--- config.mk ---
export PLATFORM = sky130hd
export DESIGN_NAME = alu_ctrl_flat
export DESIGN_NICKNAME = d
export VERILOG_FILES = /design/src/rtl/alu_ctrl_if.sv /design/src/rtl/alu_ctrl.sv /design/src/flat_wrapper.sv
export SDC_FILE = /design/constraint.sdc
export NUM_CORES = 1
export LEC_CHECK = 0
export ABC_AREA = 1
export CORE_ASPECT_RATIO = 1.25
export CORE_MARGIN = 2
export CORE_UTILIZATION = 35
export CTS_CLUSTER_DIAMETER = 150
export DETAILED_ROUTE_END_ITERATION = 10
export PLACE_DENSITY = 0.58
export SLEW_MARGIN = 20
export SYNTH_ARGS = -nofsm -noshare
export SYNTH_HDL_FRONTEND = slang
export SYNTH_SLANG_ARGS = --single-unit
--- constraint.sdc ---
create_clock -name clk -period 5.15 [get_ports clk]
set_input_delay 1.545 -clock clk [delete_from_list [all_inputs] [get_ports clk]]
set_output_delay 1.545 -clock clk [all_outputs]
set_load 0.01 [all_outputs]
--- src/rtl/alu_ctrl_if.sv ---
// Request/response channel between the control unit and the ALU sequencer.
// The master side is the control unit; the slave side is alu_ctrl.
interface alu_ctrl_if;
    logic       req_valid;
    logic       req_ready;
    logic [2:0] req_op;
    logic [7:0] req_a;
    logic [7:0] req_b;
    logic       rsp_valid;
    logic       rsp_ready;
    logic [7:0] rsp_result;
    logic [7:0] rsp_aux;
    logic       rsp_zero;
    logic       rsp_err;
    logic       busy;

    modport master (
        output req_valid, req_op, req_a, req_b, rsp_ready,
        input  req_ready, rsp_valid, rsp_result, rsp_aux, rsp_zero, rsp_err, busy
    );

    modport slave (
        input  req_valid, req_op, req_a, req_b, rsp_ready,
        output req_ready, rsp_valid, rsp_result, rsp_aux, rsp_zero, rsp_err, busy
    );
endinterface

--- src/rtl/alu_ctrl.sv ---
// Sequencing front-end for the 8-bit ALU datapath.
// One operation at a time: accept on a valid/ready request, execute, then
// hold a registered response until the consumer takes it.
// Optional feature: define ALU_CTRL_DIV_EN to build the 8-iteration restoring
// divider; without it op 100 is reported as illegal.
//
//   state  | meaning
//   -------+------------------------------------------------------------
//   S_IDLE | ready for a request; latches op/A/B on req_valid
//   S_EXEC | single-cycle ops, illegal op, divide-by-zero; registers result
//   S_DIV  | one restoring-division iteration per cycle (8 total)
//   S_RESP | response held on rsp_*; leaves on rsp_ready
module alu_ctrl (
    input  logic      clk,
    input  logic      clrn,
    alu_ctrl_if.slave bus
);
    typedef enum logic [1:0] {
        S_IDLE = 2'd0,
        S_EXEC = 2'd1,
        S_DIV  = 2'd2,
        S_RESP = 2'd3
    } state_t;

    localparam logic [2:0] OP_ADD = 3'b000;
    localparam logic [2:0] OP_SUB = 3'b001;
    localparam logic [2:0] OP_MUL = 3'b010;
    localparam logic [2:0] OP_CMP = 3'b011;
    localparam logic [2:0] OP_DIV = 3'b100;

    state_t      state_q, state_d;
    logic [2:0]  op_q;
    logic [7:0]  a_q, b_q;
    logic [7:0]  res_q, aux_q;
    logic        zero_q, err_q;
    logic        accept, div_start;
    logic [7:0]  ex_res, ex_aux, diff;
    logic        ex_err;
    logic [15:0] prod;

`ifdef ALU_CTRL_DIV_EN
    logic [7:0]  rem_q, quo_q, rem_d, quo_d;
    logic [3:0]  cnt_q;
    logic [8:0]  trial;
    logic        div_last;
`endif

    assign accept = (state_q == S_IDLE) && bus.req_valid;

`ifdef ALU_CTRL_DIV_EN
    // A zero divisor never enters the iterative loop; EXEC reports it directly.
    assign div_start = accept && (bus.req_op == OP_DIV) && (bus.req_b != 8'd0);
    assign div_last  = (cnt_q == 4'd0);
`else
    assign div_start = 1'b0;
`endif

    assign diff = a_q - b_q;
    assign prod = {8'd0, a_q} * {8'd0, b_q};

    assign bus.rsp_result = res_q;
    assign bus.rsp_aux    = aux_q;
    assign bus.rsp_zero   = zero_q;
    assign bus.rsp_err    = err_q;

    // State register.
    always_ff @(posedge clk or negedge clrn) begin
        if (!clrn) state_q <= S_IDLE;
        else       state_q <= state_d;
    end

    // Next-state logic and state-decoded handshake outputs.
    always_comb begin
        state_d       = state_q;
        bus.req_ready = 1'b0;
        bus.rsp_valid = 1'b0;
        bus.busy      = 1'b1;
        case (state_q)
            S_IDLE: begin
                bus.req_ready = 1'b1;
                bus.busy      = 1'b0;
                if (accept) state_d = div_start ? S_DIV : S_EXEC;
            end
            S_EXEC: state_d = S_RESP;
`ifdef ALU_CTRL_DIV_EN
            S_DIV:  if (div_last) state_d = S_RESP;
`endif
            S_RESP: begin
                bus.rsp_valid = 1'b1;
                if (bus.rsp_ready) state_d = S_IDLE;
            end
            default: state_d = S_IDLE;
        endcase
    end

    // Single-cycle result selection from the latched operands.
    always_comb begin
        ex_res = 8'd0;
        ex_aux = 8'd0;
        ex_err = 1'b0;
        case (op_q)
            OP_ADD: ex_res = a_q + b_q;
            OP_SUB: ex_res = a_q + (~b_q + 8'd1);
            OP_MUL: ex_res = prod[7:0];
            // Sign of the wrapped difference, not a magnitude compare.
            OP_CMP: begin
                if (diff == 8'd0)  ex_res = 8'd0;
                else if (diff[7])  ex_res = 8'd1;
                else               ex_res = 8'd2;
            end
`ifdef ALU_CTRL_DIV_EN
            // Only reached here with a zero divisor.
            OP_DIV: begin
                ex_res = 8'hFF;
                ex_aux = a_q;
                ex_err = 1'b1;
            end
`endif
            default: ex_err = 1'b1;
        endcase
    end

`ifdef ALU_CTRL_DIV_EN
    // One restoring-division step: trial subtract, keep or restore.
    always_comb begin
        trial = {rem_q, quo_q[7]} - {1'b0, b_q};
        if (!trial[8]) begin
            rem_d = trial[7:0];
            quo_d = {quo_q[6:0], 1'b1};
        end else begin
            rem_d = {rem_q[6:0], quo_q[7]};
            quo_d = {quo_q[6:0], 1'b0};
        end
    end
`endif

    // Operand latch, result registers and divider state.
    always_ff @(posedge clk or negedge clrn) begin
        if (!clrn) begin
            op_q   <= 3'd0;
            a_q    <= 8'd0;
            b_q    <= 8'd0;
            res_q  <= 8'd0;
            aux_q  <= 8'd0;
            zero_q <= 1'b0;
            err_q  <= 1'b0;
`ifdef ALU_CTRL_DIV_EN
            rem_q  <= 8'd0;
            quo_q  <= 8'd0;
            cnt_q  <= 4'd0;
`endif
        end else begin
            if (accept) begin
                op_q <= bus.req_op;
                a_q  <= bus.req_a;
                b_q  <= bus.req_b;
            end
            if (state_q == S_EXEC) begin
                res_q  <= ex_res;
                aux_q  <= ex_aux;
                err_q  <= ex_err;
                zero_q <= (ex_res == 8'd0);
            end
`ifdef ALU_CTRL_DIV_EN
            // Down-counter from 7; the iteration seen at zero is the last.
            if (div_start) begin
                rem_q <= 8'd0;
                quo_q <= bus.req_a;
                cnt_q <= 4'd7;
            end else if (state_q == S_DIV) begin
                rem_q <= rem_d;
                quo_q <= quo_d;
                cnt_q <= cnt_q - 4'd1;
                if (div_last) begin
                    res_q  <= quo_d;
                    aux_q  <= rem_d;
                    err_q  <= 1'b0;
                    zero_q <= (quo_d == 8'd0);
                end
            end
`endif
        end
    end
endmodule

--- src/flat_wrapper.sv ---
// flat-port wrapper written by rule: the top's interface ports become plain ports
module alu_ctrl_flat 
  (clk, clrn, bus_req_valid, bus_req_op, bus_req_a, bus_req_b, bus_rsp_ready, bus_req_ready, bus_rsp_valid, bus_rsp_result, bus_rsp_aux, bus_rsp_zero, bus_rsp_err, bus_busy);
  alu_ctrl_if bus_i ();
  input  logic clk;
  input  logic clrn;
  input wire logic [$bits(bus_i.req_valid)-1:0] bus_req_valid;
  input wire logic [$bits(bus_i.req_op)-1:0] bus_req_op;
  input wire logic [$bits(bus_i.req_a)-1:0] bus_req_a;
  input wire logic [$bits(bus_i.req_b)-1:0] bus_req_b;
  input wire logic [$bits(bus_i.rsp_ready)-1:0] bus_rsp_ready;
  output wire logic [$bits(bus_i.req_ready)-1:0] bus_req_ready;
  output wire logic [$bits(bus_i.rsp_valid)-1:0] bus_rsp_valid;
  output wire logic [$bits(bus_i.rsp_result)-1:0] bus_rsp_result;
  output wire logic [$bits(bus_i.rsp_aux)-1:0] bus_rsp_aux;
  output wire logic [$bits(bus_i.rsp_zero)-1:0] bus_rsp_zero;
  output wire logic [$bits(bus_i.rsp_err)-1:0] bus_rsp_err;
  output wire logic [$bits(bus_i.busy)-1:0] bus_busy;
  assign bus_i.req_valid = bus_req_valid;
  assign bus_i.req_op = bus_req_op;
  assign bus_i.req_a = bus_req_a;
  assign bus_i.req_b = bus_req_b;
  assign bus_i.rsp_ready = bus_rsp_ready;
  assign bus_req_ready = bus_i.req_ready;
  assign bus_rsp_valid = bus_i.rsp_valid;
  assign bus_rsp_result = bus_i.rsp_result;
  assign bus_rsp_aux = bus_i.rsp_aux;
  assign bus_rsp_zero = bus_i.rsp_zero;
  assign bus_rsp_err = bus_i.rsp_err;
  assign bus_busy = bus_i.busy;
  alu_ctrl u_core (.clk(clk), .clrn(clrn), .bus(bus_i));
endmodule
======== Word-level counts from Yosys, hierarchy flattened ========
Cells that the tools add are included.
storage, ports and cells
  input port bits ......................... 23
  output and inout bits ................... 21
  register bits ........................... 31
  word-level logic and storage cells ...... 37
cells by class
  bitwise gates (word level) .............. 1
  muxes and demuxes ....................... 10
  multipliers ............................. 1
  add/sub/neg operators ................... 4
  reduce and logical (&&, ||, !) cells .... 7
  eq/ne operators ......................... 7
operators with widths
  operator                                               number
  case mux 8 bit (4 select lines)                        1
  adder 8 bit                                            2
  logical NOT 8 bit                                      2
  adder 8 x 1 -> 8 bit, second input constant            1
  multiplier 8 x 8 -> 8 bit                              1
  2-to-1 mux 8 bit                                       1
  NOT 8 bit                                              1
  subtractor 8 bit                                       1
  equality test 3 x 2 -> 1 bit, second input constant    2
  2-to-1 mux 2 bit                                       3
  case mux 2 bit (3 select lines)                        1
  2-to-1 mux 1 bit                                       4
  OR reduction 4 bit                                     1
  equality test 3 x 1 -> 1 bit, second input constant    1
  logical NOT 3 bit                                      1
  equality test 2 x 1 -> 1 bit, second input constant    1
  equality test 2 bit, second input constant             1
  logical NOT 2 bit                                      1
  inequality test 2 x 1 -> 1 bit, second input constant  1
  inequality test 2 bit, second input constant           1
  AND reduction 2 bit                                    1
  logical AND 1 bit                                      1

======== Logic depth before layout (Yosys ltp) ========
  word-level depth ........................ 5
  gate-level depth with buffers ........... 24

======== Worst setup path after synthesis ========
No wires, ideal clock.
  path type ............................... reg2reg
  start point ............................. register u_core.a_q[1]
  end point ............................... register u_core.zero_q (netlist: u_core.bus.rsp_zero)
  setup time .............................. 0.117 ns
  data arrival time ....................... 3.847 ns
  slack ................................... 1.186 ns
  stages on the path, launching flop included .. 24
  path through ............................ dfrtp_1 -> nand2_1 -> fa_1 -> fa_1 -> inv_1 -> fa_1 -> inv_1 -> fa_1 -> inv_1 -> ha_1 -> nand3_1 -> inv_1 -> nor2_1 -> nand2_1 -> nand2_2 -> inv_2 -> nand2_2 -> nand2_2 -> nand2_1 -> nand2_1 -> nor2_1 -> nor2_2 -> nand3_1 -> nand2_1
on the way
  longest elaborated chain between the ends .. 5
RTL lines
  what                                                               line             source
  start: declaration                                                 alu_ctrl.sv:33   logic [7:0] a_q, b_q;
  start signal: assignment                                           alu_ctrl.sv:155  a_q <= bus.req_a;
  branches (longest 3 deep; another with multiplier 8 x 8 -> 8 bit)  n/a
  case mux 8 bit (4 select lines) *                                  alu_ctrl.sv:101  case (op_q)
  logical NOT 8 bit *                                                alu_ctrl.sv:162  zero_q <= (ex_res == 8'd0);
  end signal: assignment                                             alu_ctrl.sv:162
  end: declaration                                                   alu_ctrl.sv:35   logic zero_q, err_q;
Mark *: on every way between the ends.
A chain may end at the register's enable or synchronous reset.

======== Final worst setup path ========
Same ends and word-level chain as after synthesis.

==> metrics.txt <==
Yosys reg bits 31; Maximum Capacitance Violations 0; FF-to-FF path depth 23; post-synthesis adder-cell area fraction roughly a fifth; Tot GR Track Use ~17%; Die H about 110 microns; cell taking the most area after synthesis dfrtp_1; distinct cell type count of the synthesized netlist 33; setup TNS 0 ns; worst skew pair latency 0.28 ns; count leader, synth nand2_1; # setup viols final 0; Starting Density 35.7%; clock skew 0.00354 ns; htree depth 2; hold crit path type flip-flop to flip-flop; CTS resizes 0; fraction of layout cells with a size suffix above 1 a little under 8%; Compound-Gate Fraction of Synth Area between 5 and 6%; hold_sp u_core.bus.rsp_result[4]$_DFFE_PN0P_; 1st-pass router iterations 4; Root Buffer clkbuf_16; Worst Hold End u_core.bus.rsp_result[4]$_DFFE_PN0P_; top cells by area, synth dfrtp_1 (24%), nand2_1 (16%), ha_1 (12%), inv_1 (10%), fa_1 (8.6%); R2R Path End u_core.bus.rsp_zero$_DFFE_PN0P_; I/O Buffers 35; nets approximately 570; normalized max-slew margin between 30% and 40%; Arrival @ worst endpoint between 4 and 5 ns; pin count of the biggest net entering global routing 32; die span in x about 90 microns; Cell Rows 39; FF-to-FF setup slack 0.89 ns; multiplexer share of the synthesized area 3.11%; Hold Fails Final Rpt 0; Tmin final about 4.3 ns; FMAX approximately 230 MHz; CP Launch Type flip-flop; largest family of logic cells by synthesized area simple AND/OR/NAND/NOR gates; hold path cells 2; Yosys Warn Count 0; status completed; register area share after synthesis 23.8%; CTS sink count 31; maximum clock insertion buffer count 2; setup bufs post-CTS 0; initial antenna violation count 0; first-pass GRT wire length 13800 microns; Tcrit/Tclk final ~83%; I/O pin total 44; cts bufs inserted 5; Critical Path End Type flip-flop; WP data required ~5.3 ns; r2r startpoint u_core.a_q[1]$_DFFE_PN0P_; RSZ-0062 raised after global routing false; Area growth syn-to-layout 17.7%; Synth Instances 476; Final Wtd Congestion about 0.85; Vias just under 3000; Avg Cell Area, Syn ~6.9 sq um; DR iter-0 viols 136; CTS tree built; Mapped Area 3260 sq um; Routed Antenna Nets 0; max-slew violation count 0; simple-gate share of the synthesized area ~31%; Post-synth EDFFs 0; n_diodes 0; core area slightly above 9000 sq um; top cells by count, synth nand2_1 (140), inv_1 (91), nand3_1 (38), nor2_1 (35), dfrtp_1 (31); CTS clk-pin slew, worst paths ~0.050 ns; Die ar. approximately 10000 sq um; post-DR wirelength/cell ~13 microns; Tightest Pin Transition between 1 and 1.5 ns; kind of critical path flip-flop to flip-flop; hold_ws 0.481 ns; area share of the largest cell type after synthesis a little under a quarter; total gr overflow 0; ys async rst share 100%; DR DRC count 0; Final HPWL DP ~6500 microns; vias in the first global route 2952; XOR/XNOR Fraction of Synth Area 0.269%; ys flop type dfrtp_1; Vias/cell between 4 and 5; final wirelength 8020 microns; hold_buf cts 0; CP Max Fanout 11
-- kinds of logic after synthesis --
logic type | after synthesis
AO/OA/AOI/OAI | 34
XOR/XNOR | 1
adder cells (fa/ha/maj) | 44
buffers and inverters | 117
flip-flops | 31
multiplexers | 9
other | 1
AND/OR/NAND/NOR | 239
-- layout by cell type (no fill, tap or decap), drive strengths merged --
master / netlist / routed
a21oi: 19 / 19
bufinv: 0 / 1
conb: 1 / 8
dfrtp: 31 / 31
ha: 30 / 30
nand3: 38 / 38
o21a: 2 / 2
a221oi: 1 / 1
o211ai: 1 / 1
nand4: 9 / 9
clkdlybuf4s50: 0 / 35
clkinv: 1 / 2
or2: 1 / 1
nand2: 150 / 150
buf: 17 / 1
clkbuf: 3 / 6
xor2: 1 / 1
mux2: 9 / 9
fa: 14 / 14
a21o: 1 / 1
o21ai: 10 / 10
nor2: 38 / 38
inv: 96 / 96
nor3: 3 / 3
-- worst max path at each step --
stage                                         start  cells after the start                              end
after floorplan           u_core.a_q[1]$_DFFE_PN0P_                     23  u_core.bus.rsp_zero$_DFFE_PN0P_
after global placement    u_core.a_q[1]$_DFFE_PN0P_                     23  u_core.bus.rsp_zero$_DFFE_PN0P_
after detailed placement  u_core.a_q[1]$_DFFE_PN0P_                     23  u_core.bus.rsp_zero$_DFFE_PN0P_
after CTS                 u_core.a_q[1]$_DFFE_PN0P_                     23  u_core.bus.rsp_zero$_DFFE_PN0P_
after global routing      u_core.a_q[1]$_DFFE_PN0P_                     23  u_core.bus.rsp_zero$_DFFE_PN0P_
final                     u_core.a_q[1]$_DFFE_PN0P_                     23  u_core.bus.rsp_zero$_DFFE_PN0P_
-- worst max-delay path: stages (launching register included) --
cell,delay [ns]
dfrtp_1,0.62
nand2_1,0.16
fa_1,0.47
fa_1,0.54
inv_1,0.05
fa_1,0.47
inv_1,0.05
fa_1,0.53
inv_1,0.05
ha_1,0.33
nand2_1,0.10
nand2_1,0.05
nor2_1,0.09
nand2_1,0.06
nand2_2,0.07
inv_2,0.03
nand2_2,0.04
nand2_2,0.04
nand2_1,0.05
nand2_1,0.04
nor2_1,0.10
nor2_2,0.05
nand3_1,0.08
nand2_1,0.05
-- through the flow --
step	instance area, sq um	util [%]	cells	setup WS, ns
2_1_floorplan	3290	-	483	1.19
3_3_place_gp	3660	40.1	622	1.00
3_5_place_dp	3660	40.1	622	0.885
4_1_cts	3840	42.0	630	0.869
5_1_grt	3840	42.0	630	0.610
6_report	3840	42.0	630	0.895
-- per-layer routing --
| metal | wire [microns] | share of wire, % | up-vias | track usage, % |
|---|---|---|---|---|
| met3 | 236 | 2.9 | 18 | 2.23 |
| met2 | 4020 | 50 | 65 | 30.0 |
| met5 | 0 | 0 | - | 0 |
| met1 | 3530 | 44 | 1379 | 20.6 |
| met4 | 231 | 2.9 | 0 | 7.28 |
| li1 | - | - | 1501 | - |
-- flip-flops by register name, indices dropped and copies added (netlist names) --
register / count
u_core.bus.rsp_result: 8
u_core.bus.rsp_err: 1
u_core.bus.rsp_zero: 1
u_core.state_q: 2
u_core.a_q: 8
u_core.b_q: 8
u_core.op_q: 3
-- final cells by class --
class	count	area [sq um]
clock buffers	6	139
clock inverters	2	35.0
fillers	970	5290
inverters	97	367
multi-input cells	335	2010
flip-flops and latches	31	776
well taps	123	154
repair buffers	36	358
Power is not shown: default switching activity piles up to over one toggle a cycle in this logic, so the estimate is an artifact.
